==> src/rtl/sqrt_sched_pkg.sv <==
// sqrt_sched_pkg
// Shared types and constants for the round-robin square-root scheduler.
//   state_t   : scheduler FSM states
//   IN_W      : operand width
//   OUT_W     : result width, also the number of root iterations
//   SHIFT     : fixed-point scaling applied to the operand (op << SHIFT)
//   ch_width  : width of a channel index for a given channel count
package sqrt_sched_pkg;

  typedef enum logic [1:0] {
    IDLE = 2'd0,
    CALC = 2'd1,
    DONE = 2'd2
  } state_t;

  localparam int IN_W  = 8;
  localparam int OUT_W = 16;
  localparam int SHIFT = 16;

  // Channel index width; never narrower than one bit.
  function automatic int ch_width(input int n);
    return (n <= 2) ? 1 : $clog2(n);
  endfunction

endpackage

==> src/rtl/sqrt_iter_unit.sv <==
// sqrt_iter_unit
// Bit-serial square-root datapath. Computes floor(sqrt(operand << SHIFT)),
// one result bit per cycle, MSB first, over OUT_W cycles.
// Ports:
//   clk      in   clock, rising edge
//   rst_n    in   synchronous active-low reset; discards any calculation
//   start    in   load operand, clear y and the step counter, begin iterating
//   operand  in   IN_W-bit operand, sampled only when start is high
//   done     out  high during the cycle whose edge performs the last step
//   root     out  value y takes at the coming edge; equals the final root
//                 while done is high
module sqrt_iter_unit
  import sqrt_sched_pkg::*;
#(
  parameter int IN_W  = sqrt_sched_pkg::IN_W,
  parameter int OUT_W = sqrt_sched_pkg::OUT_W,
  parameter int SHIFT = sqrt_sched_pkg::SHIFT
) (
  input  logic             clk,
  input  logic             rst_n,
  input  logic             start,
  input  logic [IN_W-1:0]  operand,
  output logic             done,
  output logic [OUT_W-1:0] root
);

  // Square of an OUT_W-bit trial needs the full 2*OUT_W bits.
  localparam int SQ_W   = 2 * OUT_W;
  localparam int STEP_W = $clog2(OUT_W);

  logic [OUT_W-1:0]  y_reg;
  logic [OUT_W-1:0]  y_next;
  logic [STEP_W-1:0] step_reg;
  logic              run_reg;
  logic [SQ_W-1:0]   target_reg;

  logic [OUT_W-1:0]  bit_mask;
  logic [OUT_W-1:0]  trial;
  logic [SQ_W-1:0]   trial_sq;
  logic              last_step;

  // Step s decides result bit OUT_W-1-s.
  generate
    for (genvar gi = 0; gi < OUT_W; gi++) begin : g_mask
      assign bit_mask[gi] = (step_reg == STEP_W'(OUT_W - 1 - gi));
    end
  endgenerate

  always_comb begin
    trial    = y_reg | bit_mask;
    trial_sq = SQ_W'(trial) * SQ_W'(trial);
    y_next   = (trial_sq <= target_reg) ? trial : y_reg;
  end

  assign last_step = (step_reg == STEP_W'(OUT_W - 1));
  assign done      = run_reg && last_step;
  // The scheduler captures the result on the same edge as the last step,
  // so it takes the value being written rather than y_reg.
  assign root      = y_next;

  always_ff @(posedge clk) begin
    if (!rst_n) begin
      y_reg      <= '0;
      step_reg   <= '0;
      run_reg    <= 1'b0;
      target_reg <= '0;
    end else if (start) begin
      y_reg      <= '0;
      step_reg   <= '0;
      run_reg    <= 1'b1;
      target_reg <= SQ_W'(operand) << SHIFT;
    end else if (run_reg) begin
      y_reg <= y_next;
      if (last_step) begin
        run_reg <= 1'b0;
      end else begin
        step_reg <= step_reg + 1'b1;
      end
    end
  end

endmodule

==> src/rtl/sqrt_sched.sv <==
// sqrt_sched
// Round-robin scheduler sharing one bit-serial square-root engine among
// N_CH requesting channels. Returns floor(sqrt(op * 2^16)) as 8.8 fixed
// point, tagged with the channel index, over a valid/ready handshake.
// Ports:
//   clk        in   clock, rising edge
//   rst_n      in   synchronous active-low reset
//   req        in   per-channel request, held until ack
//   op_in      in   packed operands, channel k at [k*IN_W +: IN_W]
//   ack        out  one-cycle one-hot pulse: operand captured
//   busy       out  high whenever the FSM is not idle
//   res_valid  out  result available
//   res_ready  in   downstream accepts the result
//   res_data   out  root of the granted operand
//   res_ch     out  channel that produced res_data
module sqrt_sched
  import sqrt_sched_pkg::*;
#(
  parameter  int N_CH  = 4,
  parameter  int IN_W  = sqrt_sched_pkg::IN_W,
  parameter  int OUT_W = sqrt_sched_pkg::OUT_W,
  localparam int CH_W  = ch_width(N_CH)
) (
  input  logic                 clk,
  input  logic                 rst_n,
  input  logic [N_CH-1:0]      req,
  input  logic [N_CH*IN_W-1:0] op_in,
  output logic [N_CH-1:0]      ack,
  output logic                 busy,
  output logic                 res_valid,
  input  logic                 res_ready,
  output logic [OUT_W-1:0]     res_data,
  output logic [CH_W-1:0]      res_ch
);

  state_t            state_reg, state_next;
  logic [CH_W-1:0]   rr_ptr_reg, rr_ptr_next;
  logic [N_CH-1:0]   ack_reg, ack_next;
  logic [OUT_W-1:0]  res_data_reg, res_data_next;
  logic [CH_W-1:0]   res_ch_reg, res_ch_next;

  logic [IN_W-1:0]   op_arr [N_CH];
  logic [CH_W-1:0]   grant;
  logic [N_CH-1:0]   grant_onehot;
  logic              start;
  logic              iter_done;
  logic [OUT_W-1:0]  iter_root;

  generate
    for (genvar gi = 0; gi < N_CH; gi++) begin : g_ch
      assign op_arr[gi]       = op_in[gi*IN_W +: IN_W];
      assign grant_onehot[gi] = (grant == CH_W'(gi));
    end
  endgenerate

  // First requester at or after rr_ptr. Scanning offsets from the far end
  // down to zero lets the smallest offset overwrite the others.
  always_comb begin
    int idx;
    idx   = 0;
    grant = rr_ptr_reg;
    for (int off = N_CH - 1; off >= 0; off--) begin
      idx = int'(rr_ptr_reg) + off;
      if (idx >= N_CH) begin
        idx = idx - N_CH;
      end
      if (req[idx]) begin
        grant = CH_W'(idx);
      end
    end
  end

  always_comb begin
    state_next    = state_reg;
    rr_ptr_next   = rr_ptr_reg;
    ack_next      = '0;
    res_data_next = res_data_reg;
    res_ch_next   = res_ch_reg;
    start         = 1'b0;
    case (state_reg)
      IDLE: begin
        if (|req) begin
          start       = 1'b1;
          ack_next    = grant_onehot;
          res_ch_next = grant;
          rr_ptr_next = (grant == CH_W'(N_CH - 1)) ? '0 : grant + 1'b1;
          state_next  = CALC;
        end
      end
      CALC: begin
        if (iter_done) begin
          res_data_next = iter_root;
          state_next    = DONE;
        end
      end
      DONE: begin
        if (res_ready) begin
          state_next = IDLE;
        end
      end
      default: begin
        state_next = IDLE;
      end
    endcase
  end

  always_ff @(posedge clk) begin
    if (!rst_n) begin
      state_reg    <= IDLE;
      rr_ptr_reg   <= '0;
      ack_reg      <= '0;
      res_data_reg <= '0;
      res_ch_reg   <= '0;
    end else begin
      state_reg    <= state_next;
      rr_ptr_reg   <= rr_ptr_next;
      ack_reg      <= ack_next;
      res_data_reg <= res_data_next;
      res_ch_reg   <= res_ch_next;
    end
  end

  sqrt_iter_unit #(
    .IN_W  (IN_W),
    .OUT_W (OUT_W),
    .SHIFT (sqrt_sched_pkg::SHIFT)
  ) u_iter (
    .clk     (clk),
    .rst_n   (rst_n),
    .start   (start),
    .operand (op_arr[grant]),
    .done    (iter_done),
    .root    (iter_root)
  );

  // All outputs come straight from registers.
  assign ack       = ack_reg;
  assign busy      = (state_reg != IDLE);
  assign res_valid = (state_reg == DONE);
  assign res_data  = res_data_reg;
  assign res_ch    = res_ch_reg;

endmodule

==> config.mk <==
export PLATFORM = sky130hd
export DESIGN_NAME = sqrt_sched
export DESIGN_NICKNAME = d
export VERILOG_FILES = /design/src/rtl/sqrt_sched_pkg.sv /design/src/rtl/sqrt_iter_unit.sv /design/src/rtl/sqrt_sched.sv
export SDC_FILE = /design/constraint.sdc
export NUM_CORES = 1
export LEC_CHECK = 0
export BUFFER_PORTS_ARGS = -buffer_cell sky130_fd_sc_hd__buf_4
export CELL_PAD_IN_SITES_DETAIL_PLACEMENT = 0
export CELL_PAD_IN_SITES_GLOBAL_PLACEMENT = 1
export CORE_MARGIN = 4
export CORE_UTILIZATION = 44
export CTS_CLUSTER_DIAMETER = 100
export CTS_CLUSTER_SIZE = 10
export DETAILED_ROUTE_END_ITERATION = 12
export HOLD_SLACK_MARGIN = 0.05
export PLACE_DENSITY_LB_ADDON = 0.1
export SKIP_CTS_REPAIR_TIMING = 1
export SLEW_MARGIN = 0
export SYNTH_ARGS = -nofsm -noshare
export SYNTH_HDL_FRONTEND = slang
export SYNTH_SLANG_ARGS = --single-unit
==> constraint.sdc <==
create_clock -name clk -period 8.9 [get_ports clk]
set_input_delay 0 -clock clk [delete_from_list [all_inputs] [get_ports clk]]
set_output_delay 0 -clock clk [all_outputs]
set_load 0.01 [all_outputs]
==> run summary, run 1 <==
In this run the standard cell core region covers 22800 um2. Counting along the longest clock path gives a buffer depth of 2. In this run the top signal layer used is met4.

The first detailed-routing pass took 5 iterations. Adding up every negative setup slack in the final design gives 0 ns. The logs give 0.186 mW for the net switching component of the power and 0 for the number of antenna violations at the first check in global routing.

The path class of the lowest-slack min-delay path is input pin to register. The total of buffers placed on input and output ports works out to 62. Measured along the y axis, the die boundary spans 161 um. The first global-routing pass estimated 44900 um of wire. The final layout contains 1590 nets. The run finished with clean final reports. The cell seen most often among critical-path stages was sky130_fd_sc_hd__fa_1. The run gives 0.112 ns as the final-layout worst hold slack. The repair_antennas step left the layout with diodes totalling 0. Summing all non-filler instances in the final layout gives an area of 11600 um2.

The most common cell after layout, fill and taps aside is sky130_fd_sc_hd__inv_1. The max-slew violation count came out at 0. Final hold violation count: 0. The combinational cell fraction of total power is 0.246, and the cell area after placement is 11200 um2.

The worst setup path is launched from a register. After layout, the design draws a total of 0.620 mW. The fraction of the yosys area taken by sequential cells was 0.107. The tree is rooted in a sky130_fd_sc_hd__clkbuf_16. The share of total power in sequential cells came out at 0.429.

By startpoint and endpoint, the worst setup path is classified as register to register. The maximum clock frequency is 119 MHz, and the delay of the slowest critical-path stage is 0.55 ns. The CTS clock-pin slew for the worst setup and hold paths came out at 0.08 ns. TritonCTS built the clock tree. The final global-route overflow total was 0. The transition time at the pin with the least slew margin is 1.07 ns, and the post-layout instance count excluding filler cells is 1589.

The die outline width works out to 161 um. In the detailed route, the total length drawn on met3 is 1100 um. The level count of the clock H-tree is 2, and the number of flip-flops and latches in the synthesized netlist is 55.

The run gives 27000 um as the total wire length after detailed routing. On the critical path, the stage with the largest delay is an instance of sky130_fd_sc_hd__fa_1. The post-detailed-placement half-perimeter wirelength came out at 23400 um.

The run gives 12900 um as the routed length on met1. The detailed router finished its first iteration with 387 violations. The synthesized area divided by synthesized cell count was 8.50 um2. Leaving out fill and tap cells, the most frequent cells in the layout are sky130_fd_sc_hd__inv_1, sky130_fd_sc_hd__fa_1, sky130_fd_sc_hd__nand2_1, sky130_fd_sc_hd__ha_1, sky130_fd_sc_hd__buf_4.

The worst setup path is captured at a register. Average detailed-routed wire length per instance: 17.0 um. The total nets after synthesis is 1528, and the netlist area before placement is 10300 um2. Along the worst path, the maximum fanout reaches 12. The run gives 26000 um2 as the area of the die. The top-level I/O count was 63. The synthesized design contains 0 enable-type register cells.

The growth of design area from synthesis to finish works out to 12.2%. The number of global-route vias before repair was 8371. The run gives 5.45 nW as the cell leakage power. In the synthesized netlist the dominant register cell turns out to be sky130_fd_sc_hd__dfxtp_1. The logs give 0.326 for the fraction of power consumed by the clock network and 8.64 ns for the data arrival time of the critical path. The number of instances in the placed design was 1572; the post-layout minimum cycle time was 8.42 ns.

The tools report the design internal power as 0.434 mW. The number of CTS-inserted buffers is 5, and the number of antenna-violating nets in the routed design is 0. At the later pin of the worst-skew pair, clock insertion delay measures 0.29 ns.

The period utilization was 0.947. Areal power density over the cells: 53.5 nW/um2. The share of synthesized registers carrying an async set or reset came out at 0.

Across the VDD grid, the largest voltage drop is 0.0769 mV. The net switching fraction of the power was 0.300. For this run, design rule violations remaining after detail routing come to 0.

For the total track usage, the log shows 0.215. The run gives 38 as the largest net degree at the start of global routing. Detailed routing placed a total of 12600 um of wire on met2. Distinct cell type count of the synthesized netlist: 68. The data required time of the critical path was 9.12 ns; the warning count from the yosys run was 0. Setup violations remaining at the end of the flow were counted as 0. Setup repair after global routing left no endpoint under its margin. The initialized floorplan defines 55 standard-cell rows. In the routed layout, each cell is associated on average with a via count of 5.06. The tools report the starting density of the core as 0.452. The tools report the relative slew slack as 0.283. The fraction of final layout cells with drive strength greater than 1 is 0.145, and the routed via count is 8042.

At the end of routability-driven placement, the weighted congestion stood at 0.897. After technology mapping, the gate count stands at 1213. TritonCTS sink count: 55.

For the final database, setup skew stands at 0.00703 ns. Max-cap violations in this run came to 0.
## routing by layer
layer | up-vias | GRT usage
li1 | 3988 | -
met1 | 3873 | 0.313
met2 | 155 | 0.356
met3 | 26 | 0.0217
met4 | 0 | 0.0357
met5 | - | 0
## worst max-delay path: cells and delay by family (launching register included)
family	cells	cell delay (ns)
flip-flops	1	0.41
AND/OR/NAND/NOR	10	1.82
XOR/XNOR	1	0.08
AO/OA/AOI/OAI	6	1.27
adder cells (fa/ha/maj)	9	3.87
buffers and inverters	8	0.86
## cell type report
| class | instances | area, um2 |
|---|---|---|
| fillers | 2285 | 11300 |
| multi-input cells | 858 | 8160 |
| inverters | 246 | 927 |
| flip-flops and latches | 55 | 1100 |
| clock buffers | 5 | 125 |
| clock inverters | 3 | 27.5 |
| repair buffers | 109 | 841 |
| well taps | 313 | 392 |
## metrics by stage
stage | utilization | setup slack, ns
after floorplan | - | 0.537
after global placement | 0.492 | 0.298
after detailed placement | 0.492 | 0.143
after CTS | 0.499 | 0.0628
after global routing | 0.507 | 0.00569
final | 0.507 | 0.475
## power groups by stage
stage,logic (mW),registers [mW],clock network [mW]
floorplan,0.100,0.269,0
global placement,0.140,0.271,0
detailed placement,0.141,0.271,0
CTS,0.141,0.265,0.208
global route,0.170,0.268,0.220
finish,0.152,0.266,0.202
## kinds of logic after synthesis
| kind of cell | share of synthesized area |
|---|---|
| flops | 0.107 |
| xor+xnor | 0.0212 |
| simple gates | 0.152 |
| fa+ha+maj | 0.456 |
| mux | 0.0204 |
| compound gates | 0.132 |
| buf+inv | 0.112 |
## worst paths after layout
path	endpoint	cells past startpoint	slack [ns]	startpoint
setup / recovery	u_iter.y_reg[7]	34	0.48	u_iter.step_reg[1]
hold / removal	state_reg[1]	2	0.11	rst_n
setup reg to reg	u_iter.y_reg[7]	34	0.48	u_iter.step_reg[1]
hold reg to reg	u_iter.target_reg[18]	2	0.46	u_iter.target_reg[18]
## synthesized netlist by cell type, types with 5 or more instances
master,n,area share
sky130_fd_sc_hd__inv_1,242,0.088
sky130_fd_sc_hd__fa_1,166,0.32
sky130_fd_sc_hd__nand2_1,158,0.057
sky130_fd_sc_hd__ha_1,110,0.13
sky130_fd_sc_hd__nor2_1,85,0.031
sky130_fd_sc_hd__dfxtp_1,55,0.11
sky130_fd_sc_hd__clkbuf_1,46,0.017
sky130_fd_sc_hd__a21oi_1,44,0.021
sky130_fd_sc_hd__o21ai_0,28,0.014
sky130_fd_sc_hd__a21boi_0,26,0.019
sky130_fd_sc_hd__nand4_1,18,0.011
sky130_fd_sc_hd__a21o_1,17,0.012
sky130_fd_sc_hd__nand3_1,16,0.0078
sky130_fd_sc_hd__xnor2_1,15,0.013
sky130_fd_sc_hd__o211ai_1,13,0.0095
sky130_fd_sc_hd__mux2i_1,12,0.012
sky130_fd_sc_hd__nor2b_1,11,0.0067
sky130_fd_sc_hd__xor2_1,10,0.0085
sky130_fd_sc_hd__a31oi_1,9,0.0055
sky130_fd_sc_hd__o21ai_2,9,0.0076
sky130_fd_sc_hd__and3_1,8,0.0049
sky130_fd_sc_hd__mux2_2,8,0.0087
sky130_fd_sc_hd__nor3_1,8,0.0039
sky130_fd_sc_hd__nand2b_1,6,0.0036
sky130_fd_sc_hd__or2_2,6,0.0036
sky130_fd_sc_hd__buf_2,5,0.0024
sky130_fd_sc_hd__o21bai_1,5,0.0036
sky130_fd_sc_hd__or3_1,5,0.0030
No activity file was read; power rests on OpenSTA's default activity.
==> run 2: changes to the inputs <==
--- a/config.mk
+++ b/config.mk
@@ -5,14 +5,14 @@
 export SDC_FILE = /design/constraint.sdc
 export NUM_CORES = 1
 export LEC_CHECK = 0
-export BUFFER_PORTS_ARGS = -buffer_cell sky130_fd_sc_hd__buf_4
 export CELL_PAD_IN_SITES_DETAIL_PLACEMENT = 0
 export CELL_PAD_IN_SITES_GLOBAL_PLACEMENT = 1
 export CORE_MARGIN = 4
-export CORE_UTILIZATION = 44
+export CORE_UTILIZATION = 46
 export CTS_CLUSTER_DIAMETER = 100
 export CTS_CLUSTER_SIZE = 10
 export DETAILED_ROUTE_END_ITERATION = 12
+export DONT_BUFFER_PORTS = 1
 export HOLD_SLACK_MARGIN = 0.05
 export PLACE_DENSITY_LB_ADDON = 0.1
 export SKIP_CTS_REPAIR_TIMING = 1
==> run 2 against run 1 <==
  * Die area decreased by 4.1%
  * Register-to-register slack lost 0.06 ns
  * Sequential share of layout area rose by 0.44 points
  * Sequential cell count is the same
==> run summary, run 2 (synthesized netlist as in run 1, its figures left out) <==
The cell with the biggest individual delay on the critical path was sky130_fd_sc_hd__fa_1 (unchanged). The CTS clock-pin slew for the worst setup and hold paths is 0.07 ns (was 0.08 ns). For the peak ir drop on the vdd network, the log shows 0.0801 mV (was 0.0769 mV). The tools report the post-place setup slack as 0.0606 ns (was 0.143 ns). The number of buffers between clock root and the deepest sink came out at 2 (unchanged). The path class of the lowest-slack min-delay path is input pin to register (unchanged). The run gives 5 (unchanged) as the number of CTS-inserted buffers. The die outline width came out at 158 um (was 161 um). The run gives 0.338 (was 0.326) as the fraction of power consumed by the clock network. The most common cell after layout, fill and taps aside was sky130_fd_sc_hd__inv_1 (unchanged). The clock insertion delay at the later pin of the skew report is 0.29 ns (about the same). The average detailed-routed wire length per instance works out to 18.1 um (was 17.0 um). The final global-route overflow total was 0 (unchanged).

The endpoint of the worst setup timing path was u_iter.y_reg[4] (was u_iter.y_reg[7]). The core outline area was 22000 um2 (was 22800 um2). The tools report the post-layout net count as 1529 (was 1590).

The total wire length after detailed routing is 27100 um (was 27000 um). The TritonCTS sink count is 55 (unchanged). The number of antenna violations at the first check in global routing came out at 0 (unchanged). The starting density of the core is 0.470 (was 0.452), and the data required time of the critical path is 9.12 ns (about the same). TritonCTS built the clock tree. The net switching component of the power is 0.176 mW (was 0.186 mW), and the ratio of routed vias to standard cells is 5.30 (was 5.06).

Data arrival time of the critical path: 8.70 ns (was 8.64 ns). The y dimension of the die is 158 um (was 161 um), and the post-detailed-placement half-perimeter wirelength is 23100 um (was 23400 um). The routability congestion estimate from global placement came out at 0.936 (was 0.897). The number of max-capacitance violations reported was 0 (unchanged). The tools report the cell at the root of the clock tree as sky130_fd_sc_hd__clkbuf_16 (unchanged). The design internal power was 0.428 mW (was 0.434 mW); the iteration-0 DRC count of the detailed router was 401 (was 387).

The flow ran to the end, and the final reports show no timing, DRC or antenna violations. The number of iterations in the first detailed-routing pass was 5 (unchanged). The relative slew slack came out at 0.251 (was 0.283).

The net switching fraction of the power came out at 0.292 (was 0.300). The fraction of final layout cells with drive strength greater than 1 works out to 0.0996 (was 0.145). The run gives 8321 (was 8371) as the number of global-route vias before repair. The clock tree skew after final layout is 0.00936 ns (was 0.00703 ns). The final-layout worst hold slack was 0.0725 ns (was 0.112 ns). The final hold violation count came out at 0 (unchanged).

The number of standard-cell rows in the floorplan came out at 54 (was 55). Commonest non-fill, non-tap cells in the layout: sky130_fd_sc_hd__inv_1, sky130_fd_sc_hd__fa_1, sky130_fd_sc_hd__nand2_1, sky130_fd_sc_hd__ha_1, sky130_fd_sc_hd__nor2_1 (was sky130_fd_sc_hd__inv_1, sky130_fd_sc_hd__fa_1, sky130_fd_sc_hd__nand2_1, sky130_fd_sc_hd__ha_1, sky130_fd_sc_hd__buf_4). The share of total power in sequential cells was 0.444 (was 0.429).

The tools report the worst setup path startpoint as u_iter.step_reg[0] (was u_iter.step_reg[1]). The reg2reg setup slack was 0.42 ns (was 0.48 ns). The endpoint class of the critical path is a register (unchanged).

The end of the worst register-to-register path is u_iter.y_reg[4] (was u_iter.y_reg[7]). The run gives 24900 um2 (was 26000 um2) as the area of the die. The run gives 7929 (was 8042) as the routed via count.

The post-layout minimum cycle time was 8.48 ns (was 8.42 ns). The run gives 0.227 (was 0.215) as the total track usage. The number of diodes was 0 (unchanged). The class of the most critical setup path is register to register (unchanged).

The total DRC errors in the routed layout is 0 (unchanged). Number of endpoints failing setup at the final stage: 0 (unchanged). The cell seen most often among critical-path stages was sky130_fd_sc_hd__fa_1 (unchanged). The worst-path maximum fanout was 14 (was 12); the growth of design area from synthesis to finish was 7.30% (was 12.2%). Cell leakage power: 5.16 nW (was 5.45 nW).

Areal power density over the cells: 54.6 nW/um2 (was 53.5 nW/um2). Largest net degree at the start of global routing: 38 (unchanged). The tools report the combinational cell fraction of total power as 0.218 (was 0.246). The maximum clock frequency came out at 118 MHz (was 119 MHz). The total of buffers placed on input and output ports is 0 (was 62), and the count of cells along the worst register-to-register path is 30 (was 34).

Level count of the clock H-tree: 2 (unchanged). The transition time at the pin with the least slew margin was 1.12 ns (was 1.07 ns); the sum of negative setup slack was 0 ns (unchanged). The run gives 63 (unchanged) as the top-level I/O count. The critical path launch point type is a register (unchanged). The period utilization is 0.953 (was 0.947). Startpoint of the worst-slack reg-to-reg timing path: u_iter.step_reg[0] (was u_iter.step_reg[1]). The final worst slack came out at 0.416 ns (was 0.475 ns). The number of antenna-violating nets in the routed design came out at 0 (unchanged). The max-slew violation count is 0 (unchanged), and the first-pass GRT wire length is 44300 um (was 44900 um).

The delay of the slowest critical-path stage is 0.56 ns (was 0.55 ns).
==> run 2: through the flow <==
stage / cell area [um2] / std cells / total power, mW / utilization
floorplan: 10300 / 1213 / 0.369 / -
global placement: 10700 / 1479 / 0.390 / 0.490
detailed placement: 10700 / 1479 / 0.391 / 0.490
CTS: 10900 / 1487 / 0.596 / 0.497
global route: 11100 / 1495 / 0.641 / 0.504
finish: 11100 / 1495 / 0.605 / 0.504
==> run 2: worst min-delay path by stage <==
stage              start                     to  cells after the start
6_report        op_in[8]  u_iter.target_reg[16]                      4
3_3_place_gp       rst_n           state_reg[1]                      1
5_1_grt        op_in[13]  u_iter.target_reg[21]                      4
3_5_place_dp       rst_n           state_reg[1]                      1
2_1_floorplan  res_ready           state_reg[1]                      2
4_1_cts            rst_n           state_reg[1]                      1
==> run 2: area by class of cell <==
cell class	count	area [um2]
Clock buffer	6	139
Clock inverter	2	18.8
Fill cell	2177	10900
Inverter	246	923
Multi-Input combinational cell	858	8140
Sequential cell	55	1100
Tap cell	280	350
Timing Repair Buffer	48	390
==> run 2: layer usage <==
layer | global-route usage | vias to the layer above | part of all wire
li1 | - | 3870 | -
met1 | 0.322 | 3867 | 0.47
met2 | 0.377 | 162 | 0.47
met3 | 0.0254 | 30 | 0.036
met4 | 0.0475 | 0 | 0.021
met5 | 0 | - | 0
==> run 2: worst max-delay path: cells and delay by family, from the launching register on <==
family | cells | cell delay, ns
compound gates | 6 | 1.23
xor+xnor | 1 | 0.15
fa+ha+maj | 9 | 4.15
buf+inv | 5 | 0.59
flops | 1 | 0.39
simple gates | 9 | 1.90
==> run 2: power by group through the flow <==
stage | Combinational (mW) | Clock [mW] | Sequential (mW)
floorplan | 0.100 | 0 | 0.269
global placement | 0.117 | 0 | 0.273
detailed placement | 0.117 | 0 | 0.274
CTS | 0.118 | 0.210 | 0.268
global route | 0.148 | 0.223 | 0.270
finish | 0.132 | 0.204 | 0.268
